[src/rtl/cart_swap_ctrl.sv]
// cart_swap_ctrl
//   Sequences cartridge hot-swap and custom-cartridge download, and arbitrates
//   the single cartridge memory port between the OSD downloader (absolute
//   priority) and the Z80 cartridge window 0x4000-0xBFFF. Owns the system
//   reset hold for CPU/PIO/VDP and releases it only on a ce_vid boundary.
//
// Ports
//   clk, reset          system clock, synchronous active-high reset
//   ce_vid              video clock enable; reset release aligns to it
//   cart_select         selected cartridge ID
//   dn_wr/index/addr/data  downloader write port
//   cpu_addr/rd_n/mreq_n   Z80 bus
//   mem_addr/we/wdata   cartridge memory port (combinational)
//   mem_rdata           cartridge memory read data, 1-cycle synchronous
//   cpu_rdata           data to the CPU read mux (0 outside the window)
//   cart_hit            previous cycle was a CPU read inside the window
//   sys_reset           registered reset for CPU, PIO, VDP
//   busy                registered, high while in SWAP or DL
//   dl_count            bytes accepted in the current or last download
module cart_swap_ctrl #(
   parameter int          ADDR_W         = 15,
   parameter logic [7:0]  CART_INDEX     = 8'd1,
   parameter int          SETTLE_CYCLES  = 16,
   parameter int          DL_IDLE_CYCLES = 1024
) (
   input  logic              clk,
   input  logic              reset,
   input  logic              ce_vid,
   input  logic [3:0]        cart_select,
   input  logic              dn_wr,
   input  logic [7:0]        dn_index,
   input  logic [15:0]       dn_addr,
   input  logic [7:0]        dn_data,
   input  logic [15:0]       cpu_addr,
   input  logic              cpu_rd_n,
   input  logic              cpu_mreq_n,
   output logic [ADDR_W-1:0] mem_addr,
   output logic              mem_we,
   output logic [7:0]        mem_wdata,
   input  logic [7:0]        mem_rdata,
   output logic [7:0]        cpu_rdata,
   output logic              cart_hit,
   output logic              sys_reset,
   output logic              busy,
   output logic [15:0]       dl_count
);

   localparam int HOLD_W = $clog2(SETTLE_CYCLES + 1);
   localparam int IDLE_W = $clog2(DL_IDLE_CYCLES + 1);
   localparam logic [HOLD_W-1:0] HOLD_LOAD = HOLD_W'(SETTLE_CYCLES - 1);
   localparam logic [IDLE_W-1:0] IDLE_LAST = IDLE_W'(DL_IDLE_CYCLES - 1);

   typedef enum logic [1:0] {ST_RUN, ST_SWAP, ST_DL, ST_RELEASE} state_t;

   state_t            state_q, state_n;
   logic [HOLD_W-1:0] hold_q, hold_n;
   logic [IDLE_W-1:0] idle_q, idle_n;
   logic              pend_q, pend_n;
   logic [15:0]       dlc_q, dlc_n;
   logic [3:0]        cart_current;

   logic        dl_act, dl_match, sel_chg, win_rd;
   logic [15:0] cpu_off;

   // dl_act: any write to our index (activity); dl_match: one that lands in memory
   assign dl_act   = dn_wr && (dn_index == CART_INDEX);
   assign dl_match = dl_act && !dn_addr[15];
   assign sel_chg  = (cart_select != cart_current);
   assign win_rd   = !cpu_mreq_n && !cpu_rd_n &&
                     (cpu_addr >= 16'h4000) && (cpu_addr < 16'hC000);
   assign cpu_off  = cpu_addr - 16'h4000;

   assign mem_we    = dl_match && !reset;
   assign mem_addr  = dl_match ? dn_addr[ADDR_W-1:0] : cpu_off[ADDR_W-1:0];
   assign mem_wdata = dn_data;
   assign cpu_rdata = cart_hit ? mem_rdata : 8'h00;
   assign dl_count  = dlc_q;

   always_comb begin
      state_n = state_q;
      hold_n  = hold_q;
      idle_n  = idle_q;
      pend_n  = pend_q;
      dlc_n   = dlc_q;
      case (state_q)
         ST_RUN, ST_RELEASE: begin
            if (dl_act) begin
               state_n = ST_DL;
               pend_n  = pend_q | sel_chg;
            end else if (sel_chg) begin
               state_n = ST_SWAP;
               hold_n  = HOLD_LOAD;
            end else if (state_q == ST_RELEASE && ce_vid) begin
               state_n = ST_RUN;
            end
         end
         ST_SWAP: begin
            if (dl_act) begin
               state_n = ST_DL;
               pend_n  = 1'b1;
            end else if (sel_chg) begin
               hold_n = HOLD_LOAD;
            end else if (hold_q == '0) begin
               state_n = ST_RELEASE;
            end else begin
               hold_n = hold_q - 1'b1;
            end
         end
         ST_DL: begin
            pend_n = pend_q | sel_chg;
            if (!dl_act && idle_q == IDLE_LAST) begin
               pend_n = 1'b0;
               if (pend_q || sel_chg) begin
                  state_n = ST_SWAP;
                  hold_n  = HOLD_LOAD;
               end else begin
                  state_n = ST_RELEASE;
               end
            end
         end
         default: state_n = ST_RELEASE;
      endcase

      // Download bookkeeping is shared by every entry path into DL, so it is
      // keyed on the next state rather than repeated in each branch above.
      if (state_n == ST_DL) begin
         if (state_q != ST_DL) begin
            idle_n = '0;
            dlc_n  = dl_match ? 16'd1 : 16'd0;
         end else begin
            idle_n = dl_act ? '0 : idle_q + 1'b1;
            if (dl_match && dlc_q != 16'hFFFF)
               dlc_n = dlc_q + 16'd1;
         end
      end
   end

   always_ff @(posedge clk) begin
      if (reset) begin
         state_q      <= ST_RELEASE;
         hold_q       <= '0;
         idle_q       <= '0;
         pend_q       <= 1'b0;
         dlc_q        <= '0;
         cart_current <= cart_select;
         cart_hit     <= 1'b0;
         sys_reset    <= 1'b1;
         busy         <= 1'b0;
      end else begin
         state_q      <= state_n;
         hold_q       <= hold_n;
         idle_q       <= idle_n;
         pend_q       <= pend_n;
         dlc_q        <= dlc_n;
         cart_current <= cart_select;
         cart_hit     <= win_rd;
         sys_reset    <= (state_q != ST_RUN);
         busy         <= (state_q == ST_SWAP) || (state_q == ST_DL);
      end
   end

endmodule

[config.mk]
export PLATFORM = sky130hd
export DESIGN_NAME = cart_swap_ctrl
export DESIGN_NICKNAME = d
export VERILOG_FILES = /design/src/rtl/cart_swap_ctrl.sv
export SDC_FILE = /design/constraint.sdc
export NUM_CORES = 1
export LEC_CHECK = 0
export BUFFER_PORTS_ARGS = -buffer_cell sky130_fd_sc_hd__buf_2
export CORE_ASPECT_RATIO = 1.5
export CORE_MARGIN = 8
export CORE_UTILIZATION = 30
export CTS_BUF_LIST = sky130_fd_sc_hd__clkbuf_16
export DETAILED_ROUTE_END_ITERATION = 8
export GPL_TIMING_DRIVEN = 1
export PLACE_DENSITY = 0.62
export SYNTH_ARGS = -nofsm -noshare
export SYNTH_HDL_FRONTEND = slang
export SYNTH_SLANG_ARGS = --single-unit
[constraint.sdc]
create_clock -name clk -period 11.4 [get_ports clk]
set_clock_uncertainty 0.1 [all_clocks]
set_input_delay 3.42 -clock clk [delete_from_list [all_inputs] [get_ports clk]]
set_output_delay 3.42 -clock clk [all_outputs]
set_load 0.01 [all_outputs]
==> out/qor.csv, run 1 <==
metric,value,unit
largest net degree at the start of global routing,41,
number of antenna cells inserted,0,
fraction of the yosys area taken by sequential cells,0.2917,
Worst-Skew Late Latency,0.29,ns
drc violations,0,
number of vias after detailed routing,3055,
CTS Buf Count,5,
asr flop ratio synth,0,
number of global-route vias before repair,3166,
largest fanout on the critical path,18,
Post-Synthesis Mean Instance Area,8.332,µm²
Port Buffer Count,100,
buffer and inverter count on the worst path,2,
Synth area leaders,"dfxtp_1 (29%), mux2_2 (5.5%), nand2_1 (4.8%)",
vertical extent of the die,136.1,µm
data required time at the worst endpoint,7.88,ns
CP Data Arrival Time,5.17,ns
power density of the placed cells,171.4,nW/µm²
number of failing setup endpoints in the final timing report,0,
overall overflow remaining after global route,0,
"Area growth, synth to finish",22.66,%
CTS H-Tree Depth,2,
setup fix buffers added after clock tree synthesis,0,
cell family with most CP delay,simple AND/OR/NAND/NOR gates,
number of buffers on the longest clock path,2,
"Distinct cells, synth",53,
"Cell Area, Synth",2883,µm²
min Tclk post-route,8.691,ns
number of fill cells in the layout,961,
clock sink count,42,
cells resized by post-CTS repair,0,
final cycle utilization of the critical path,0.7624,
headroom to the max-slew limit,0.3403,
pre-CTS setup slack,2.669,ns
global-route wire length before repair,14560,µm
x dimension of the die,96.04,µm
violation count after the first detailed-routing iteration,188,
HP Class,flop to flop,
"area leader, netlist",dfxtp_1,
Post-synth top cells,"dfxtp_1 (42), nand2_1 (37), nor2_1 (19)",
final setup margin,2.709,ns
I/O Pins,117,
Final Hold Viols,0,
static power due to leakage,1.418,nW
post-detailed-routing wire length,8899,µm
top achievable clock speed,115.1,MHz
detailed-routing iteration count for the pre-antenna-repair pass,4,
post-detailed-route via-to-cell ratio,5.626,
antenna-violating nets left,0,
fraction of final layout cells with drive strength greater than 1,0.3154,
post-route non-filler standard cell count,543,
cell chain of the critical path,buf_2 > nor4b_4 > and4_1 > mux2_2 > buf_2,
antenna violations before repair,0,
endpoint class of the critical path,primary output,
"slowest stage delay, CP",0.71,ns
number of enable flip-flop cells after synthesis,0,
Setup Total Neg Slack,0,ns
post-route standard cell area excluding fillers,3536,µm²
number of nets at the end of the flow,501,
startpoint class of the critical path,input pin,
hold buffer count at cts,0,
master cell of the clock root buffer,clkbuf_16,
number of pins with negative max-slew slack in the final report,0,
CP dominant cell by count,buf_2,
unrepaired setup endpoints after global routing,false,
HPWL after DPL,6604,µm
dominant synthesized flop cell,dfxtp_1,
Synthesized Nets,420,
global-route usage over all layers,0.1371,
standard cell core area,9524,µm²
max-cap check violation count,0,
Clock transition at path regs,0.06,ns
Die Footprint,13070,µm²
maximum vdd ir drop,90.76,µV
leading cell type by number of instances after synthesis,dfxtp_1,
Cells after DPL,535,
Synth Register Bits,42,
CP max stage cell,and4_1,
clock tree from TritonCTS,yes,
initial cell density of the core,0.3027,
final estimated routing congestion in global placement,0.8430,
placed instance area,3400,µm²
cells after synthesis,346,
Worst Setup Path Type,input pin to primary output,
worst slew pin tran,0.9853,ns
share of the synthesized area in the top cell type,0.2917,
total number of yosys warnings,0,
site row count,44,
drt wl/cell,16.39,µm
run status,"complete, no violations",
[per-layer routing]
metal  track usage  up-vias  wire length (µm)
met4       0.06524        0               180
met1        0.1452     1430              3345
met5             0        -                 0
met2        0.2375      134              4648
li1              -     1481                 -
met3       0.04201       10               725
[cell families after synthesis]
logic type               after synthesis  share of synthesized area
multiplexers                          14                    0.05469
AND/OR/NAND/NOR                      141                     0.2726
buffers and inverters                 42                    0.06945
AO/OA/AOI/OAI                         94                     0.2617
flip-flops                            42                     0.2917
adder cells (fa/ha/maj)                8                    0.03472
XOR/XNOR                               5                    0.01519
[path summary, 6_finish.rpt]
kind                               endpoint  cells after the start                    from  slack (ns)
setup / recovery               mem_addr[10]                      5             dn_index[4]        2.71
hold / removal       hold_q[0]$_SDFFE_PP0P_                      1  hold_q[0]$_SDFFE_PP0P_        0.39
setup reg to reg  dl_count[14]$_SDFFE_PP0P_                      7   state_q[0]$_SDFF_PP1_        8.00
hold reg to reg      hold_q[0]$_SDFFE_PP0P_                      1  hold_q[0]$_SDFFE_PP0P_        0.39
[layout by cell type (no fill, tap or decap), types with 4 or more instances in the layout]
cell and count:
nor2b_1 12, nor3_1 4, a21oi_1 8, clkbuf_16 5, dfxtp_1 42, and2_1 15
o21ai_0 12, mux2_2 14, a31oi_1 9, nand3_1 11, nor4_1 7, o41ai_1 15
nand4_1 11, nor2_1 19, o41ai_2 4, ha_1 8, clkinv_1 4, xnor2_1 5
a41o_1 5, buf_2 100, nand2_1 37, a311oi_1 7, o32ai_1 6, and3_1 8
inv_1 13, o31ai_1 6
[flip-flops by register name, summed over array words and instances, names as in the netlist]
signal	cells
hold_q	5
idle_q	11
dl_count	16
cart_hit	1
cart_current	4
state_q	2
busy	1
sys_reset	1
pend_q	1
[stage by stage]
step,power (mW),util,hold slack [ns]
CTS,0.6108,0.3713,0.3903
floorplan,0.3960,-,0.3432
global route,0.6493,0.3713,0.4193
detailed placement,0.4681,0.3569,0.3767
global placement,0.4644,0.3569,0.3662
finish,0.6060,0.3713,0.3854
[cell type report]
type	count	area, µm²	share of cell area
repair buffers	102	515.5	0.1458
clock buffers	5	125.1	0.03539
flip-flops and latches	42	840.8	0.2378
multi-input cells	262	1847	0.5223
inverters	14	52.55	0.01486
well taps	115	143.9	0.04069
clock inverters	3	11.26	0.003185
[power by group]
group          internal, mW  switching, mW
registers             0.159         0.0117
clock network        0.0789         0.0589
logic                0.0893          0.209
Note: power is estimated with default switching activity, not from simulation.
==> run 2: changes to the inputs <==
--- a/config.mk
+++ b/config.mk
@@ -5,6 +5,7 @@
 export SDC_FILE = /design/constraint.sdc
 export NUM_CORES = 1
 export LEC_CHECK = 0
+export ABC_AREA = 1
 export BUFFER_PORTS_ARGS = -buffer_cell sky130_fd_sc_hd__buf_2
 export CORE_ASPECT_RATIO = 1.5
 export CORE_MARGIN = 8
==> constraint.sdc (replaced) <==
create_clock -name clk -period 9 [get_ports clk]
set_clock_uncertainty 0.1 [all_clocks]
set_input_delay 2.7 -clock clk [delete_from_list [all_inputs] [get_ports clk]]
set_output_delay 2.7 -clock clk [all_outputs]
set_load 0.01 [all_outputs]
==> run 2 against run 1 <==
Utilization increased by 0.32 points; via count increased by 2.7%; largest cell class unchanged; clock power increased by 49%.
==> out/qor.csv, run 2 <==
metric,value,unit
setup fix buffers added after clock tree synthesis,0,
number of buffers on the longest clock path,2,
HPWL after DPL,6393,µm
CTS Buf Count,5,
static power due to leakage,1.757,nW
number of fill cells in the layout,1037,
run status,"complete, no violations",
startpoint class of the critical path,input pin,
number of enable flip-flop cells after synthesis,0,
share of the synthesized area in the top cell type,0.2850,
number of vias after detailed routing,3138,
placed instance area,3442,µm²
detailed-routing iteration count for the pre-antenna-repair pass,4,
master cell of the clock root buffer,clkbuf_16,
cells resized by post-CTS repair,0,
CP dominant cell by count,buf_2,
final estimated routing congestion in global placement,0.8078,
HP Class,flop to flop,
most frequent cells in the layout,"buf_2 (100), nand2_1 (95), nor2_1 (63)",
Post-synth top cells,"nand2_1 (95), nor2_1 (63), inv_1 (49)",
"Distinct cells, synth",40,
worst slew pin tran,1.078,ns
Largest register FFs,16,
CTS H-Tree Depth,2,
Port Buffer Count,100,
number of nets at the end of the flow,607,
number of antenna cells inserted,0,
min Tclk post-route,6.839,ns
clock tree from TritonCTS,yes,
"Area growth, synth to finish",22.26,%
total area of multi-input combinational cells,1762,µm²
Synth area leaders,"dfxtp_1 (28%), nand2_1 (12%), nor2_1 (8.0%)",
hold-critical path depth,1,
site row count,44,
power density of the placed cells,215.0,nW/µm²
number of global-route vias before repair,3058,
overall overflow remaining after global route,0,
Die Footprint,13330,µm²
cells after synthesis,448,
Clock transition at path regs,0.06,ns
post-route standard cell area excluding fillers,3607,µm²
violation count after the first detailed-routing iteration,120,
top achievable clock speed,146.2,MHz
data required time at the worst endpoint,6.20,ns
dominant synthesized flop cell,dfxtp_1,
drc violations,0,
I/O Pins,117,
"slowest stage delay, CP",0.30,ns
largest net degree at the start of global routing,38,
Post-Synthesis Mean Instance Area,6.586,µm²
global-route usage over all layers,0.1225,
drt wl/cell,12.74,µm
global-route wire length before repair,13810,µm
headroom to the max-slew limit,0.2813,
Final Hold Viols,0,
number of failing setup endpoints in the final timing report,0,
sequential standard cell area,840.8,µm²
CP Data Arrival Time,4.04,ns
clock sink count,42,
final cycle utilization of the critical path,0.7599,
Synthesized Nets,522,
Worst-Skew Late Latency,0.29,ns
largest fanout on the critical path,19,
most frequent standard cell in the layout excluding fill and tap cells,buf_2,
depth of the worst register-to-register path,9,
maximum vdd ir drop,109.1,µV
x dimension of the die,96.97,µm
"Cell Area, Synth",2950,µm²
cell chain of the critical path,buf_2 > inv_1 > nand2_1 > nor2_1 > nand3_2 > or2_0 > buf_4 > mux2_2 > buf_2,
GRT met3 Usage,0.02510,
vertical extent of the die,137.5,µm
total number of yosys warnings,0,
"area leader, netlist",dfxtp_1,
GR Layer Usage met2,0.2411,
fraction of final layout cells with drive strength greater than 1,0.2697,
antenna violations before repair,0,
initial cell density of the core,0.3062,
GRT busiest layer,met2,
antenna-violating nets left,0,
hold buffer count at cts,0,
CP max stage cell,mux2_2,
asr flop ratio synth,0,
Worst Setup Path Type,input pin to primary output,
number of pins with negative max-slew slack in the final report,0,
post-detailed-route via-to-cell ratio,4.835,
leading cell type by number of instances after synthesis,nand2_1,
standard cell core area,9634,µm²
max-cap check violation count,0,
unrepaired setup endpoints after global routing,false,
endpoint class of the critical path,primary output,
Setup Total Neg Slack,0,ns
Synth Register Bits,42,
fraction of the yosys area taken by sequential cells,0.2850,
met1 GRT Util,0.1194,
post-detailed-routing wire length,8266,µm
-- run 2: power by group --
group          total, mW  internal, mW  leakage [nW]  switching [mW]
clock network      0.205         0.130        0.0836          0.0750
registers          0.240         0.213         0.344          0.0264
logic              0.331         0.113          1.33           0.218
total              0.776         0.457          1.76           0.319
-- run 2: final timing paths --
check,end,startpoint,slack [ns]
setup / recovery,mem_addr[4],dn_index[6],2.16
setup reg to reg,dl_count[11]$_SDFFE_PP0P_,dl_count[0]$_SDFFE_PP0P_,6.42
hold / removal,hold_q[0]$_SDFFE_PP0P_,hold_q[0]$_SDFFE_PP0P_,0.40
hold reg to reg,hold_q[0]$_SDFFE_PP0P_,hold_q[0]$_SDFFE_PP0P_,0.40
-- run 2: cells by family after synthesis --
family,share of synthesized area
adder cells (fa/ha/maj),0.03393
AND/OR/NAND/NOR,0.3685
multiplexers,0.05343
AO/OA/AOI/OAI,0.1175
buffers and inverters,0.1179
flip-flops,0.2850
XOR/XNOR,0.02375
-- run 2: layer usage --
layer | wire [µm] | share of wire | up-vias
li1 | - | - | 1621
met1 | 3236 | 0.39 | 1444
met2 | 4509 | 0.55 | 63
met3 | 378 | 0.046 | 10
met4 | 140 | 0.017 | 0
met5 | 0 | 0 | -
-- run 2: per-stage QoR --
| stage | setup WS (ns) | power (mW) | cells | hold slack (ns) | util |
|---|---|---|---|---|---|
| 2_1_floorplan | 2.368 | 0.5224 | 448 | 0.3489 | - |
| 4_1_cts | 2.133 | 0.7867 | 649 | 0.3995 | 0.3744 |
| 6_report | 2.161 | 0.7756 | 649 | 0.3977 | 0.3744 |
| 5_1_grt | 2.056 | 0.8415 | 649 | 0.4206 | 0.3744 |
| 3_3_place_gp | 2.194 | 0.5721 | 641 | 0.3667 | 0.3573 |
| 3_5_place_dp | 2.137 | 0.5770 | 641 | 0.3857 | 0.3573 |
-- run 2: final cells by class --
| class | count | area share |
|---|---|---|
| well taps | 115 | 0.03989 |
| repair buffers | 101 | 0.1408 |
| clock inverters | 3 | 0.01110 |
| multi-input cells | 333 | 0.4884 |
| clock buffers | 5 | 0.03469 |
| flip-flops and latches | 42 | 0.2331 |
| inverters | 50 | 0.05203 |
-- run 2: worst max-delay path: cells and delay by family --
family | cells | cell delay, ns
mux | 1 | 0.30
buf+inv | 4 | 0.50
simple gates | 4 | 0.51
==> run 3: changes to the inputs <==
--- a/config.mk
+++ b/config.mk
@@ -5,7 +5,7 @@
 export SDC_FILE = /design/constraint.sdc
 export NUM_CORES = 1
 export LEC_CHECK = 0
-export ABC_AREA = 1
+export ABC_AREA = 0
 export BUFFER_PORTS_ARGS = -buffer_cell sky130_fd_sc_hd__buf_2
 export CORE_ASPECT_RATIO = 1.5
 export CORE_MARGIN = 8
@@ -13,7 +13,7 @@
 export CTS_BUF_LIST = sky130_fd_sc_hd__clkbuf_16
 export DETAILED_ROUTE_END_ITERATION = 8
 export GPL_TIMING_DRIVEN = 1
-export PLACE_DENSITY = 0.62
+export PLACE_DENSITY = 0.64
 export SYNTH_ARGS = -nofsm -noshare
 export SYNTH_HDL_FRONTEND = slang
 export SYNTH_SLANG_ARGS = --single-unit
==> constraint.sdc (replaced) <==
create_clock -name clk -period 6.2 [get_ports clk]
set_clock_uncertainty 0.1 [all_clocks]
set_input_delay 1.86 -clock clk [delete_from_list [all_inputs] [get_ports clk]]
set_output_delay 1.86 -clock clk [all_outputs]
set_load 0.01 [all_outputs]
==> run 3 against run 2 <==
Cell count down 16%; combinational power grew 67%; sequential share of layout area is 0.34 points higher; register-to-register slack got worse by 3.3 ns; largest cell class unchanged.
==> out/qor.csv, run 3 (synthesized netlist as in run 1, its figures left out) <==
metric,value,unit
run status,"complete, no violations",
initial cell density of the core,0.3027,
max-cap check violation count,0,
master cell of the clock root buffer,clkbuf_16,
cell internal pwr,612.6,µW
drt wl/cell,16.03,µm
sw frac,0.4571,
beginning of the worst register-to-register path,state_q[0]$_SDFF_PP1_,
site row count,44,
launching element of the worst setup path,dn_index[4],
setup fix buffers added after clock tree synthesis,0,
top achievable clock speed,187.9,MHz
clock sink count,42,
violation count after the first detailed-routing iteration,204,
Largest register FFs,16,
largest net degree at the start of global routing,40,
I/O Pins,117,
HPWL after DPL,6575,µm
final setup margin,0.8775,ns
Worst Setup Path Type,input pin to primary output,
Final Hold Viols,0,
Worst-Skew Late Latency,0.29,ns
number of buffers on the longest clock path,2,
CTS H-Tree Depth,2,
cells resized by post-CTS repair,0,
"slowest stage delay, CP",0.37,ns
CTS Buf Count,5,
vertical extent of the die,136.1,µm
number of pins with negative max-slew slack in the final report,0,
pre-CTS setup slack,0.8781,ns
post-route standard cell area excluding fillers,3556,µm²
worst slew pin tran,0.9005,ns
antenna violations before repair,0,
most frequent standard cell in the layout excluding fill and tap cells,buf_2,
detailed-routing iteration count for the pre-antenna-repair pass,4,
standard cell core area,9524,µm²
fraction of final layout cells with drive strength greater than 1,0.3233,
overall overflow remaining after global route,0,
data required time at the worst endpoint,4.24,ns
headroom to the max-slew limit,0.3997,
largest fanout on the critical path,18,
maximum vdd ir drop,167.3,µV
post-route non-filler standard cell count,545,
cell family with most CP delay,simple AND/OR/NAND/NOR gates,
total net switching power,515.9,µW
tightest hold margin,0.3877,ns
antenna-violating nets left,0,
number of vias after detailed routing,3037,
Clock transition at path regs,0.06,ns
fin util,0.3734,
drc violations,0,
sequential share of power,0.278,
buffer and inverter count on the worst path,3,
number of fill cells in the layout,977,
HP Class,flop to flop,
hold buffer count at cts,0,
global-route usage over all layers,0.1330,
final cycle utilization of the critical path,0.8585,
post-detailed-routing wire length,8736,µm
Port Buffer Count,100,
Design Power,1.129,mW
placed instance area,3415,µm²
min Tclk post-route,5.323,ns
combinational cell fraction of total power,0.491,
portion of total power attributed to the clock network,0.231,
startpoint class of the critical path,input pin,
Cells after DPL,537,
most frequent cells in the layout,"buf_2 (100), dfxtp_1 (42), nand2_1 (37)",
CP Data Arrival Time,3.36,ns
clock tree from TritonCTS,yes,
CP max stage cell,nor4b_4,
static power due to leakage,1.429,nW
Die Footprint,13070,µm²
number of antenna cells inserted,0,
Setup Total Neg Slack,0,ns
min-delay src,hold_q[0]$_SDFFE_PP0P_,
cell chain of the critical path,buf_2 > nor4b_4 > and4_1 > buf_4 > mux2_2 > buf_2,
power density of the placed cells,317.4,nW/µm²
unrepaired setup endpoints after global routing,false,
global-route wire length before repair,14170,µm
final estimated routing congestion in global placement,0.8665,
post-detailed-route via-to-cell ratio,5.572,
number of global-route vias before repair,3020,
number of nets at the end of the flow,503,
"Area growth, synth to finish",23.35,%
x dimension of the die,96.04,µm
CP dominant cell by count,buf_2,
number of failing setup endpoints in the final timing report,0,
endpoint class of the critical path,primary output,
[run 3: layout make-up]
cell class	instances	area (µm²)	share of cell area
clock buffers	5	125.1	0.03519
clock inverters	3	16.27	0.004574
inverters	14	52.55	0.01478
multi-input cells	262	1847	0.5194
flip-flops and latches	42	840.8	0.2365
well taps	115	143.9	0.04046
repair buffers	104	530.5	0.1492
[run 3: path summary, 6_finish.rpt]
path                                               end  slack, ns  cells past startpoint
worst max-delay path                      mem_addr[11]       0.88                      6
worst min-delay path            hold_q[0]$_SDFFE_PP0P_       0.39                      1
worst min register to register  hold_q[0]$_SDFFE_PP0P_       0.39                      1
worst max register to register  idle_q[7]$_SDFFE_PP0N_       3.08                      7
[run 3: power by group through the flow]
stage	logic (mW)	registers, mW	clock network, mW
floorplan	0.412	0.317	0
global placement	0.539	0.319	0
detailed placement	0.549	0.320	0
CTS	0.551	0.314	0.267
global route	0.612	0.318	0.276
finish	0.554	0.314	0.261
[run 3: per-layer routing]
layer / global-route usage / up-vias / part of all wire
met4: 0.06094 / 0 / 0.020
met5: 0 / - / 0
met1: 0.1460 / 1418 / 0.40
li1: - / 1489 / -
met2: 0.2287 / 118 / 0.52
met3: 0.03593 / 12 / 0.063
